--- src/rtl/miner_array_pkg.sv ---
// Shared definitions for the miner array.
//   state_t      : job control states (idle / issuing nonce groups / draining lanes)
//   HEADER_W     : block header width without the nonce
//   NONCE_W      : nonce width
//   HASH_CNT_W   : width of the per-job completed-hash counter
//   TARGET_W     : width of the difficulty target and of a hash
//   LANE_IN_W    : width of one lane input word {nonce, header}
package miner_array_pkg;

  localparam int HEADER_W   = 608;
  localparam int NONCE_W    = 32;
  localparam int HASH_CNT_W = 48;
  localparam int TARGET_W   = 256;
  localparam int LANE_IN_W  = NONCE_W + HEADER_W;

  typedef enum logic [1:0] {
    ST_IDLE    = 2'd0,
    ST_ISSUING = 2'd1,
    ST_DRAIN   = 2'd2
  } state_t;

endpackage

--- src/rtl/hit_fifo.sv ---
// First-word-fall-through FIFO for winning nonces.
//   clk, rst : clock, asynchronous active-high reset (flushes contents)
//   push/din : write request and data; ignored when full unless popping too
//   pop      : read request; ignored when empty
//   dout     : head entry, valid while empty is low
//   empty/full : occupancy flags
module hit_fifo #(
  parameter int DEPTH = 8,
  parameter int WIDTH = 32
) (
  input  logic             clk,
  input  logic             rst,
  input  logic             push,
  input  logic [WIDTH-1:0] din,
  input  logic             pop,
  output logic [WIDTH-1:0] dout,
  output logic             empty,
  output logic             full
);

  localparam int AW = $clog2(DEPTH);

  logic [WIDTH-1:0] mem [DEPTH];
  logic [AW:0]      wr_ptr_reg;
  logic [AW:0]      rd_ptr_reg;
  logic             do_push;
  logic             do_pop;

  assign empty   = (wr_ptr_reg == rd_ptr_reg);
  assign full    = (wr_ptr_reg[AW] != rd_ptr_reg[AW]) &&
                   (wr_ptr_reg[AW-1:0] == rd_ptr_reg[AW-1:0]);
  assign do_pop  = pop && !empty;
  // A pop in the same cycle frees the slot the push needs.
  assign do_push = push && (!full || do_pop);
  assign dout    = mem[rd_ptr_reg[AW-1:0]];

  always_ff @(posedge clk) begin
    if (do_push) mem[wr_ptr_reg[AW-1:0]] <= din;
  end

  always_ff @(posedge clk or posedge rst) begin
    if (rst) begin
      wr_ptr_reg <= '0;
      rd_ptr_reg <= '0;
    end else begin
      if (do_push) wr_ptr_reg <= wr_ptr_reg + 1'b1;
      if (do_pop)  rd_ptr_reg <= rd_ptr_reg + 1'b1;
    end
  end

endmodule

--- src/rtl/odo_keccak.sv ---
// Fixed-latency hashing lane. Accepts one {nonce, header} word whenever read
// is high and, LATENCY cycles later, raises valid for one cycle with out=1 when
// the hash of that word is strictly below target. The hash is a cheap fold/mix
// of the input whose top bit is always 0, so an all-ones target always hits and
// a zero target never does.
//   clk, rst : clock, asynchronous active-high reset of the valid pipeline
//   read     : accept data this cycle
//   data     : {nonce, header}
//   target   : difficulty target
//   valid    : result available this cycle
//   out      : result is below target
module odo_keccak
  import miner_array_pkg::*;
#(
  parameter int LATENCY = 24
) (
  input  logic                 clk,
  input  logic                 rst,
  input  logic                 read,
  input  logic [LANE_IN_W-1:0] data,
  input  logic [TARGET_W-1:0]  target,
  output logic                 valid,
  output logic                 out
);

  logic [TARGET_W-2:0] fold;
  logic [TARGET_W-2:0] mixed;
  logic [TARGET_W-1:0] hash;
  logic                hit;
  logic [LATENCY-1:0]  vld_sr;
  logic [LATENCY-1:0]  hit_sr;

  always_comb begin
    fold  = data[254:0] ^ data[509:255] ^ {data[639:510], 125'd0};
    mixed = fold ^ {fold[127:0], fold[254:128]};
    hash  = {1'b0, mixed};
    hit   = hash < target;
  end

  always_ff @(posedge clk or posedge rst) begin
    if (rst) vld_sr <= '0;
    else     vld_sr <= {vld_sr[LATENCY-2:0], read};
  end

  // Result bits travel alongside valid; they only matter where valid is set.
  always_ff @(posedge clk) begin
    hit_sr <= {hit_sr[LATENCY-2:0], hit};
  end

  assign valid = vld_sr[LATENCY-1];
  assign out   = hit_sr[LATENCY-1];

endmodule

--- src/rtl/miner_array.sv ---
// Array of LANES hashing lanes searching a nonce range for hashes below target.
//   clk, rst           : clock, asynchronous active-high reset
//   header/target/nonce_base : job parameters, captured on start
//   start / stop       : begin a new job / stop issuing (start wins)
//   busy               : issuing or waiting for lane results
//   done               : pulse when the nonce space was exhausted and drained
//   hit_valid/hit_ready/hit_nonce : winning-nonce stream
//   overflow           : sticky, a hit was lost because the FIFO was full
//   hashes             : hashes completed in the current job
module miner_array
  import miner_array_pkg::*;
#(
  parameter int LANES      = 4,
  parameter int THROUGHPUT = 8,
  parameter int FIFO_DEPTH = 8
) (
  input  logic                  clk,
  input  logic                  rst,
  input  logic [HEADER_W-1:0]   header,
  input  logic [TARGET_W-1:0]   target,
  input  logic [NONCE_W-1:0]    nonce_base,
  input  logic                  start,
  input  logic                  stop,
  output logic                  busy,
  output logic                  done,
  output logic                  hit_valid,
  input  logic                  hit_ready,
  output logic [NONCE_W-1:0]    hit_nonce,
  output logic                  overflow,
  output logic [HASH_CNT_W-1:0] hashes
);

  localparam int TP_W  = $clog2(THROUGHPUT) + 1;
  localparam int CNT_W = 8;

  state_t               state_reg, state_next;
  logic [HEADER_W-1:0]  header_reg;
  logic [TARGET_W-1:0]  target_reg;
  logic [NONCE_W-1:0]   issue_nonce_reg;  // lane-0 nonce of the next group to issue
  logic [NONCE_W-1:0]   ret_nonce_reg;    // lane-0 nonce of the next valid group to return
  logic [TP_W-1:0]      tp_cnt_reg;
  logic [CNT_W-1:0]     inflight_reg;
  logic [CNT_W-1:0]     discard_reg;
  logic                 exhausted_reg;

  logic                 issue;
  logic [NONCE_W:0]     issue_sum;
  logic                 wrap;
  logic                 ret;
  logic                 ret_good;
  logic [LANES-1:0]     lane_valid;
  logic [LANES-1:0]     lane_out;
  logic [LANES-1:0]     pending;
  logic [NONCE_W-1:0]   pending_nonce [LANES];
  logic [LANES-1:0]     drain_mask;
  logic [NONCE_W-1:0]   drain_nonce;
  logic                 drain_push;
  logic                 fifo_empty;
  logic                 fifo_full;
  logic                 fifo_drop;

  // ---------------------------------------------------------------- FSM
  always_ff @(posedge clk or posedge rst) begin
    if (rst) state_reg <= ST_IDLE;
    else     state_reg <= state_next;
  end

  always_comb begin
    state_next = state_reg;
    if (start) begin
      state_next = ST_ISSUING;
    end else begin
      case (state_reg)
        ST_ISSUING: if (stop || (issue && wrap)) state_next = ST_DRAIN;
        ST_DRAIN:   if (inflight_reg == '0)      state_next = ST_IDLE;
        default:    state_next = state_reg;
      endcase
    end
  end

  always_comb begin
    busy  = (state_reg != ST_IDLE);
    // No issue on a start/stop cycle: the group would belong to a job being
    // abandoned and only add to the discard bookkeeping.
    issue = (state_reg == ST_ISSUING) && (tp_cnt_reg == '0) && !start && !stop;
    done  = (state_reg == ST_DRAIN) && (inflight_reg == '0) && exhausted_reg && !start;
  end

  assign issue_sum = {1'b0, issue_nonce_reg} + (NONCE_W+1)'(LANES);
  assign wrap      = issue_sum[NONCE_W];

  // Results are only accepted while something is known to be in flight, so
  // anything a lane emits after reset or beyond the count is ignored.
  assign ret      = (&lane_valid) && (inflight_reg != '0);
  assign ret_good = ret && (discard_reg == '0) && !start;

  // ---------------------------------------------------------------- control
  always_ff @(posedge clk or posedge rst) begin
    if (rst) begin
      header_reg      <= '0;
      target_reg      <= '0;
      issue_nonce_reg <= '0;
      ret_nonce_reg   <= '0;
      tp_cnt_reg      <= '0;
      inflight_reg    <= '0;
      discard_reg     <= '0;
      exhausted_reg   <= 1'b0;
      hashes          <= '0;
      overflow        <= 1'b0;
    end else begin
      case ({issue, ret})
        2'b10:   inflight_reg <= inflight_reg + CNT_W'(1);
        2'b01:   inflight_reg <= inflight_reg - CNT_W'(1);
        default: inflight_reg <= inflight_reg;
      endcase

      if (start) begin
        header_reg      <= header;
        target_reg      <= target;
        issue_nonce_reg <= nonce_base;
        ret_nonce_reg   <= nonce_base;
        tp_cnt_reg      <= '0;
        // Everything still in flight after this cycle's return belongs to the
        // old job; a group returning on the start cycle is dropped as well.
        discard_reg     <= inflight_reg - CNT_W'(ret);
        exhausted_reg   <= 1'b0;
        hashes          <= '0;
        overflow        <= 1'b0;
      end else begin
        if (issue) begin
          issue_nonce_reg <= issue_sum[NONCE_W-1:0];
          tp_cnt_reg      <= TP_W'(THROUGHPUT - 1);
          if (wrap) exhausted_reg <= 1'b1;
        end else if (tp_cnt_reg != '0) begin
          tp_cnt_reg <= tp_cnt_reg - TP_W'(1);
        end
        if (ret && (discard_reg != '0)) discard_reg <= discard_reg - CNT_W'(1);
        if (ret_good) begin
          hashes        <= hashes + HASH_CNT_W'(LANES);
          ret_nonce_reg <= ret_nonce_reg + NONCE_W'(LANES);
        end
        if (fifo_drop) overflow <= 1'b1;
      end
    end
  end

  // ---------------------------------------------------------------- lanes
  generate
    for (genvar gi = 0; gi < LANES; gi++) begin : g_lane
      logic [NONCE_W-1:0] lane_nonce;
      logic               pend_bit_reg;
      logic [NONCE_W-1:0] pend_nonce_reg;

      assign lane_nonce = issue_nonce_reg + NONCE_W'(gi);

      odo_keccak u_core (
        .clk    (clk),
        .rst    (rst),
        .read   (issue),
        .data   ({lane_nonce, header_reg}),
        .target (target_reg),
        .valid  (lane_valid[gi]),
        .out    (lane_out[gi])
      );

      // A new hit takes priority over clearing: groups return no faster than
      // one per THROUGHPUT >= LANES cycles, so the old hit has already left.
      always_ff @(posedge clk or posedge rst) begin
        if (rst) begin
          pend_bit_reg   <= 1'b0;
          pend_nonce_reg <= '0;
        end else if (ret_good && lane_out[gi]) begin
          pend_bit_reg   <= 1'b1;
          pend_nonce_reg <= ret_nonce_reg + NONCE_W'(gi);
        end else if (drain_mask[gi]) begin
          pend_bit_reg   <= 1'b0;
        end
      end

      assign pending[gi]       = pend_bit_reg;
      assign pending_nonce[gi] = pend_nonce_reg;
    end
  endgenerate

  // Lowest pending lane drains first, one per cycle.
  always_comb begin
    drain_mask  = '0;
    drain_nonce = '0;
    for (int i = LANES - 1; i >= 0; i--) begin
      if (pending[i]) begin
        drain_mask    = '0;
        drain_mask[i] = 1'b1;
        drain_nonce   = pending_nonce[i];
      end
    end
  end

  assign drain_push = |pending;
  // Full implies non-empty, so hit_ready alone decides whether a slot frees.
  assign fifo_drop  = drain_push && fifo_full && !hit_ready;

  hit_fifo #(
    .DEPTH (FIFO_DEPTH),
    .WIDTH (NONCE_W)
  ) u_hit_fifo (
    .clk   (clk),
    .rst   (rst),
    .push  (drain_push),
    .din   (drain_nonce),
    .pop   (hit_ready),
    .dout  (hit_nonce),
    .empty (fifo_empty),
    .full  (fifo_full)
  );

  assign hit_valid = !fifo_empty;

endmodule
--- config.mk ---
export PLATFORM = sky130hd
export DESIGN_NAME = miner_array
export DESIGN_NICKNAME = d
export VERILOG_FILES = /design/src/rtl/miner_array_pkg.sv /design/src/rtl/hit_fifo.sv /design/src/rtl/odo_keccak.sv /design/src/rtl/miner_array.sv
export SDC_FILE = /design/constraint.sdc
export NUM_CORES = 2
export LEC_CHECK = 0
export ABC_AREA = 1
export BUFFER_PORTS_ARGS = -buffer_cell sky130_fd_sc_hd__buf_2
export CAP_MARGIN = 15
export CORE_MARGIN = 8
export CORE_UTILIZATION = 51
export CTS_CLUSTER_SIZE = 10
export DETAILED_ROUTE_END_ITERATION = 8
export PLACE_DENSITY = 0.72
export SLEW_MARGIN = 15
export SYNTH_ARGS = -nofsm -noshare
export SYNTH_HDL_FRONTEND = slang
export SYNTH_SLANG_ARGS = --single-unit
--- constraint.sdc ---
create_clock -name clk -period 91.6 [get_ports clk]
set_clock_uncertainty 0.15 [all_clocks]
set_input_delay 9.16 -clock clk [delete_from_list [all_inputs] [get_ports clk]]
set_output_delay 9.16 -clock clk [all_outputs]
set_load 0.02 [all_outputs]
# After elaboration in Yosys (flattened, before gate mapping)
# Memories as Yosys holds them, arrays and structs flattened.
# Index checks and enable logic that the tools add are counted.
[totals] mem_count=1 out_inout_bits=84 elab_cells=157 mem_bits_rw=256 ff_bits=1332
[classes] muxes=39 bitwise=9 n_eq_ne=9 n_addsub=16 magnitude_cmp=4 n_reduce_logical=50
[mem_list] name="u_hit_fifo.mem" depth=8 width=32 read_ports=1 rd_clocked_by_memory_dff=0 wr=1 line="hit_fifo.sv:23" source="logic [WIDTH-1:0] mem [DEPTH];"
[ops] operator="255-bit XOR" n=9
[ops] operator="255-bit by 256-bit less-than comparator with 1-bit output" n=4
[ops] operator="32-bit 2-to-1 mux" n=8
[ops] operator="32-bit by 2-bit adder with 32-bit output, second input constant" n=4
[ops] operator="48-bit 2-to-1 mux" n=2
[ops] operator="32-bit by 1-bit adder with 32-bit output, second input constant" n=2
[ops] operator="48-bit by 3-bit adder with 48-bit output, second input constant" n=1
[ops] operator="32-bit by 3-bit adder with 33-bit output, second input constant" n=1
[ops] operator="32-bit by 3-bit adder with 32-bit output, second input constant" n=1
[ops] operator="4-bit 2-to-1 mux" n=7
[ops] operator="2-bit nonzero test" n=11
[ops] operator="1-bit logical AND" n=20
[ops] operator="8-bit zero test" n=2
[ops] operator="8-bit 2-to-1 mux" n=2
[ops] operator="8-bit one-hot mux with 2 select lines" n=1
[ops] operator="8-bit nonzero test" n=2
[ops] operator="8-bit by 1-bit subtractor with 8-bit output, second input constant" n=2
[ops] operator="1-bit 2-to-1 mux" n=15
[ops] operator="4-bit by 1-bit adder with 4-bit output, second input constant" n=2
[ops] operator="8-bit by 1-bit adder with 8-bit output, second input constant" n=1
[ops] operator="8-bit by 1-bit subtractor with 8-bit output" n=1
[ops] operator="2-bit 2-to-1 mux" n=3
[ops] operator="3-bit nonzero test" n=2
[ops] operator="1-bit zero test" n=5
[ops] operator="other kinds (16)" n=19

# Logic depth before layout (Yosys ltp)
[logic_depth] word_depth=9 depth_mapped=25 mapped_depth_nobuf=25

# By module
# From an unflattened synthesis, not the netlist that was laid out.
[unflattened] cells_unflattened=14146 hier_area_um2=114344.7
[modules_own_cells] mod="miner_array" seq_area_each_um2=28277.1 area_each_um2=49585.1 n_inst=1 cells_per_inst=6207
[modules_own_cells] mod="odo_keccak at g_lane[0].u_core ..." seq_area_each_um2=1081.0 area_each_um2=13566.8 n_inst=2 cells_per_inst=1778
[modules_own_cells] mod="odo_keccak at g_lane[3].u_core" seq_area_each_um2=1081.0 area_each_um2=13629.3 n_inst=1 cells_per_inst=1798
[modules_own_cells] mod="odo_keccak at g_lane[2].u_core" seq_area_each_um2=1081.0 area_each_um2=13623.1 n_inst=1 cells_per_inst=1781
[modules_own_cells] mod="hit_fifo" seq_area_each_um2=7887.6 area_each_um2=10373.7 n_inst=1 cells_per_inst=804

# Worst setup path before layout
# Ideal clock, no wire load.
[synth_timing] kind="input -> output" startpoint="input port start" endpoint="output port done" path_stages=6 arrival_time_ps=10582 t_required_ps=82290 path_slack_ps=71708 path_cell_list="clkbuf_1 -> buf_2 -> buf_2 -> clkbuf_1 -> clkbuf_1 -> nor3_1"
[synth_via] elab_chain_cells=2
[synth_lines] item="from (decl)" line="miner_array.sv:22" source="input logic start,"
[synth_lines] item="1-bit zero test" line="miner_array.sv:86" source="done = (state_reg == ST_DRAIN) && (inflight_reg == '0) && exhausted_reg && !start;"
[synth_lines] item="1-bit logical AND" line="miner_array.sv:86"
[synth_lines] item="to (decl)" line="miner_array.sv:25" source="output logic done,"
# Every way passes these cells.

# Worst setup path in the final report
# Same ends and word-level chain as after synthesis.

==> reports/metrics.yaml <==
endpoint: "done"
synth.yosys.warnings: 0
cts-buffers-inserted: 176
startpoint_class: "primary input"
final.period_utilization_pct: 21.0
grt_first_pass_wirelength_mm: 395
drt_wl_total_mm: 266
postSynthCellCount: 8905
timing_hold_violations_final: 0
postSynthRegisterBits: 1514
detail-route-antenna-nets: 0
path_class: "in -> out"
finalHoldWorstSlack_ns: 0.167
syn2layout_area_growth_pct: 15.3
clock_root_cell: "clkbuf_16"
num-fill-cells: 13372
worst_setup_path_startpoint: "start"
postSynth.topFlopCell: "dfrtp_1"
synth.yosys.seq_area_share_pct: 49.5
dpl.hpwl_mm: 204
rrSetupSlack_ns: 86.01
vias: 65004
detail_route.first_pass.iterations: 8
timing.rr.end: "g_lane[1].u_core.hit_sr[0]$_DFF_P_"
start_util_pct: 51.4
synth_enable_flop_cells: 256
sinks_on_the_clock_net: 1514
ctsHtreeMaxLevel: 4
fmax_ghz: 0.0519
timing.critical_path.arrival_ns: 9.96
timing.max_cap.violations: 0
grt_setup_unrepaired: "false"
worstHoldPathType: "reg -> reg"
drt_via_density: 5.44
floorplan.die_area_sq_um: 166000
total_power_mw: 2.09
grt_start_max_net_pins: 254
num-nets-final: 11163
finalSetupViolations: 0
status: "finished, final reports clean"
holdPathStages: 0
cts-resized-gates: 0
worst_setup_hold_path_clk_slew_ns: 0.06
detailedRoute.firstIterationViolations: 5969
total_leakage_power_nw: 44.4
maxSlewHeadroom_pct: 16.4
period_minus_slack_ns: 19.27
power_per_cell_area_nw_per_um2: 23.2
ioPinCount: 985
largest_register_ffs: 608
post_route_design_area_sq_um: 90200
worst_setup_path_end_kind: "output port"
design.core.area_sq_um: 152000
via_count_of_the_first_global_routing_pass: 63959
holdBufCountCts: 0
ys_async_sr_fraction_pct: 76.8
cts-root-to-sink-buffers: 3
layout-drive-gt1-share_pct: 13.2
floorplan.die.width_um: 408
avgRoutedWirePerCell_um: 22.3
crit_required_ns: 82.29
post_cts_buffers: 0
die_h_um: 408
postSynthAreaPerCell_sq_um: 8.78
ir_worst_vdd_mv: 0.0219
insertion_delay_ns: 0.80
placement_rows: 143
numPortBuffers: 982
synth_cell_types: 58
placedInstanceArea_sq_um: 84900
grt_usage_pct: 30.9
syn_area_sq_um: 78200
report.final.slew_viol_count: 0
tritoncts_clock_tree: "built"
cp_max_fo: 78
gp_congestion: 0.967
r2r.worst_path.cells: 20
max_slew.worst_pin.slew_ns: 1.25
initial_antenna_violation_count: 72
global_route.overflow_total: 0
detail_route.drc_violations: 0
fin_setup_tns_ns: 0
regToRegStartpoint: "issue_nonce_reg[2]$_DFFE_PP0P_"
## report_power, final
| group | internal [mW] | switching, mW | total [mW] | leakage (nW) |
|---|---|---|---|---|
| registers | 0.745 | 0.0407 | 0.785 | 17.8 |
| clock network | 0.368 | 0.276 | 0.644 | 2.48 |
| logic | 0.241 | 0.420 | 0.661 | 24.1 |
| total | 1.35 | 0.737 | 2.09 | 44.4 |
## worst min-delay path by stage
| stage | start | end | slack (ns) |
|---|---|---|---|
| 6_report | g_lane[0].u_core.hit_sr[4]$_DFF_P_ | g_lane[0].u_core.hit_sr[5]$_DFF_P_ | 0.17 |
| 2_1_floorplan | g_lane[0].u_core.hit_sr[9]$_DFF_P_ | g_lane[0].u_core.hit_sr[10]$_DFF_P_ | 0.16 |
| 3_3_place_gp | g_lane[0].u_core.hit_sr[22]$_DFF_P_ | g_lane[0].u_core.hit_sr[23]$_DFF_P_ | 0.16 |
| 3_5_place_dp | g_lane[2].u_core.hit_sr[7]$_DFF_P_ | g_lane[2].u_core.hit_sr[8]$_DFF_P_ | 0.16 |
| 5_1_grt | g_lane[2].u_core.hit_sr[19]$_DFF_P_ | g_lane[2].u_core.hit_sr[20]$_DFF_P_ | 0.17 |
| 4_1_cts | g_lane[3].u_core.hit_sr[15]$_DFF_P_ | g_lane[3].u_core.hit_sr[16]$_DFF_P_ | 0.17 |
## critical path, cell delays in order
cell and delay (ns):
buf_8 0.23, nor3_1 0.33, buf_2 0.23
## kinds of logic after synthesis
kind of cell	Yosys count	synth area share (%)
buf+inv	1056	5.12
compound gates	1203	8.49
simple gates	3753	19.2
fa+ha+maj	468	7.50
xor+xnor	910	10.2
other cells	1	0.00480
flops	1514	49.5
## metal layers
metal	vias up	global-route usage, %	wire, um
met5	-	0	55
met4	8	14.7	14200
met3	565	6.24	19800
met2	2582	50.0	124000
met1	31299	39.9	109000
li1	30550	-	-
## cell usage after synthesis, types with 40 or more instances
master	n	area share [%]
nand2_1	2839	14
dfrtp_1	1162	37
inv_1	719	3.5
o21ai_0	638	4.1
xor2_1	496	5.6
nor2_1	494	2.4
ha_1	467	7.5
xnor2_1	414	4.6
a21oi_1	299	1.9
clkbuf_1	290	1.4
edfxtp_1	256	9.8
nand3_1	134	0.86
nor3_1	102	0.65
dfxtp_1	96	2.5
nand4_1	91	0.73
a31oi_1	54	0.43
o22ai_1	40	0.32
## placed cells by master (no fill, tap or decap), drive strengths merged, types with 136 or more instances in the layout
cell type,netlist,routed
nor2,513,513
edfxtp,256,256
clkbuf,291,240
a21oi,299,299
inv,730,733
xnor2,414,414
buf,33,1034
nand3,136,136
xor2,496,496
o21ai,646,646
nand2,2844,2844
ha,467,467
dfrtp,1162,1162
## area by class of cell
| cell class | count | area (sq um) | share of cell area (%) |
|---|---|---|---|
| Antenna cell | 52 | 130 | 0.144 |
| Multi-Input combinational cell | 6336 | 35500 | 39.4 |
| Clock buffer | 240 | 4800 | 5.32 |
| Clock inverter | 18 | 325 | 0.361 |
| Sequential cell | 1514 | 38700 | 42.9 |
| Tap cell | 2030 | 2540 | 2.82 |
| Timing Repair Buffer | 1034 | 5410 | 6.00 |
| Inverter | 732 | 2770 | 3.07 |
## metrics by stage
| stage | setup WS (ns) | std cells | util, % |
|---|---|---|---|
| floorplan | 49.56 | 8906 | - |
| global placement | 72.41 | 11645 | 55.8 |
| detailed placement | 72.35 | 11645 | 55.8 |
| CTS | 72.35 | 11903 | 59.2 |
| global route | 72.31 | 11941 | 59.3 |
| finish | 72.33 | 11956 | 59.3 |
Note: power is estimated with default switching activity, not from simulation.
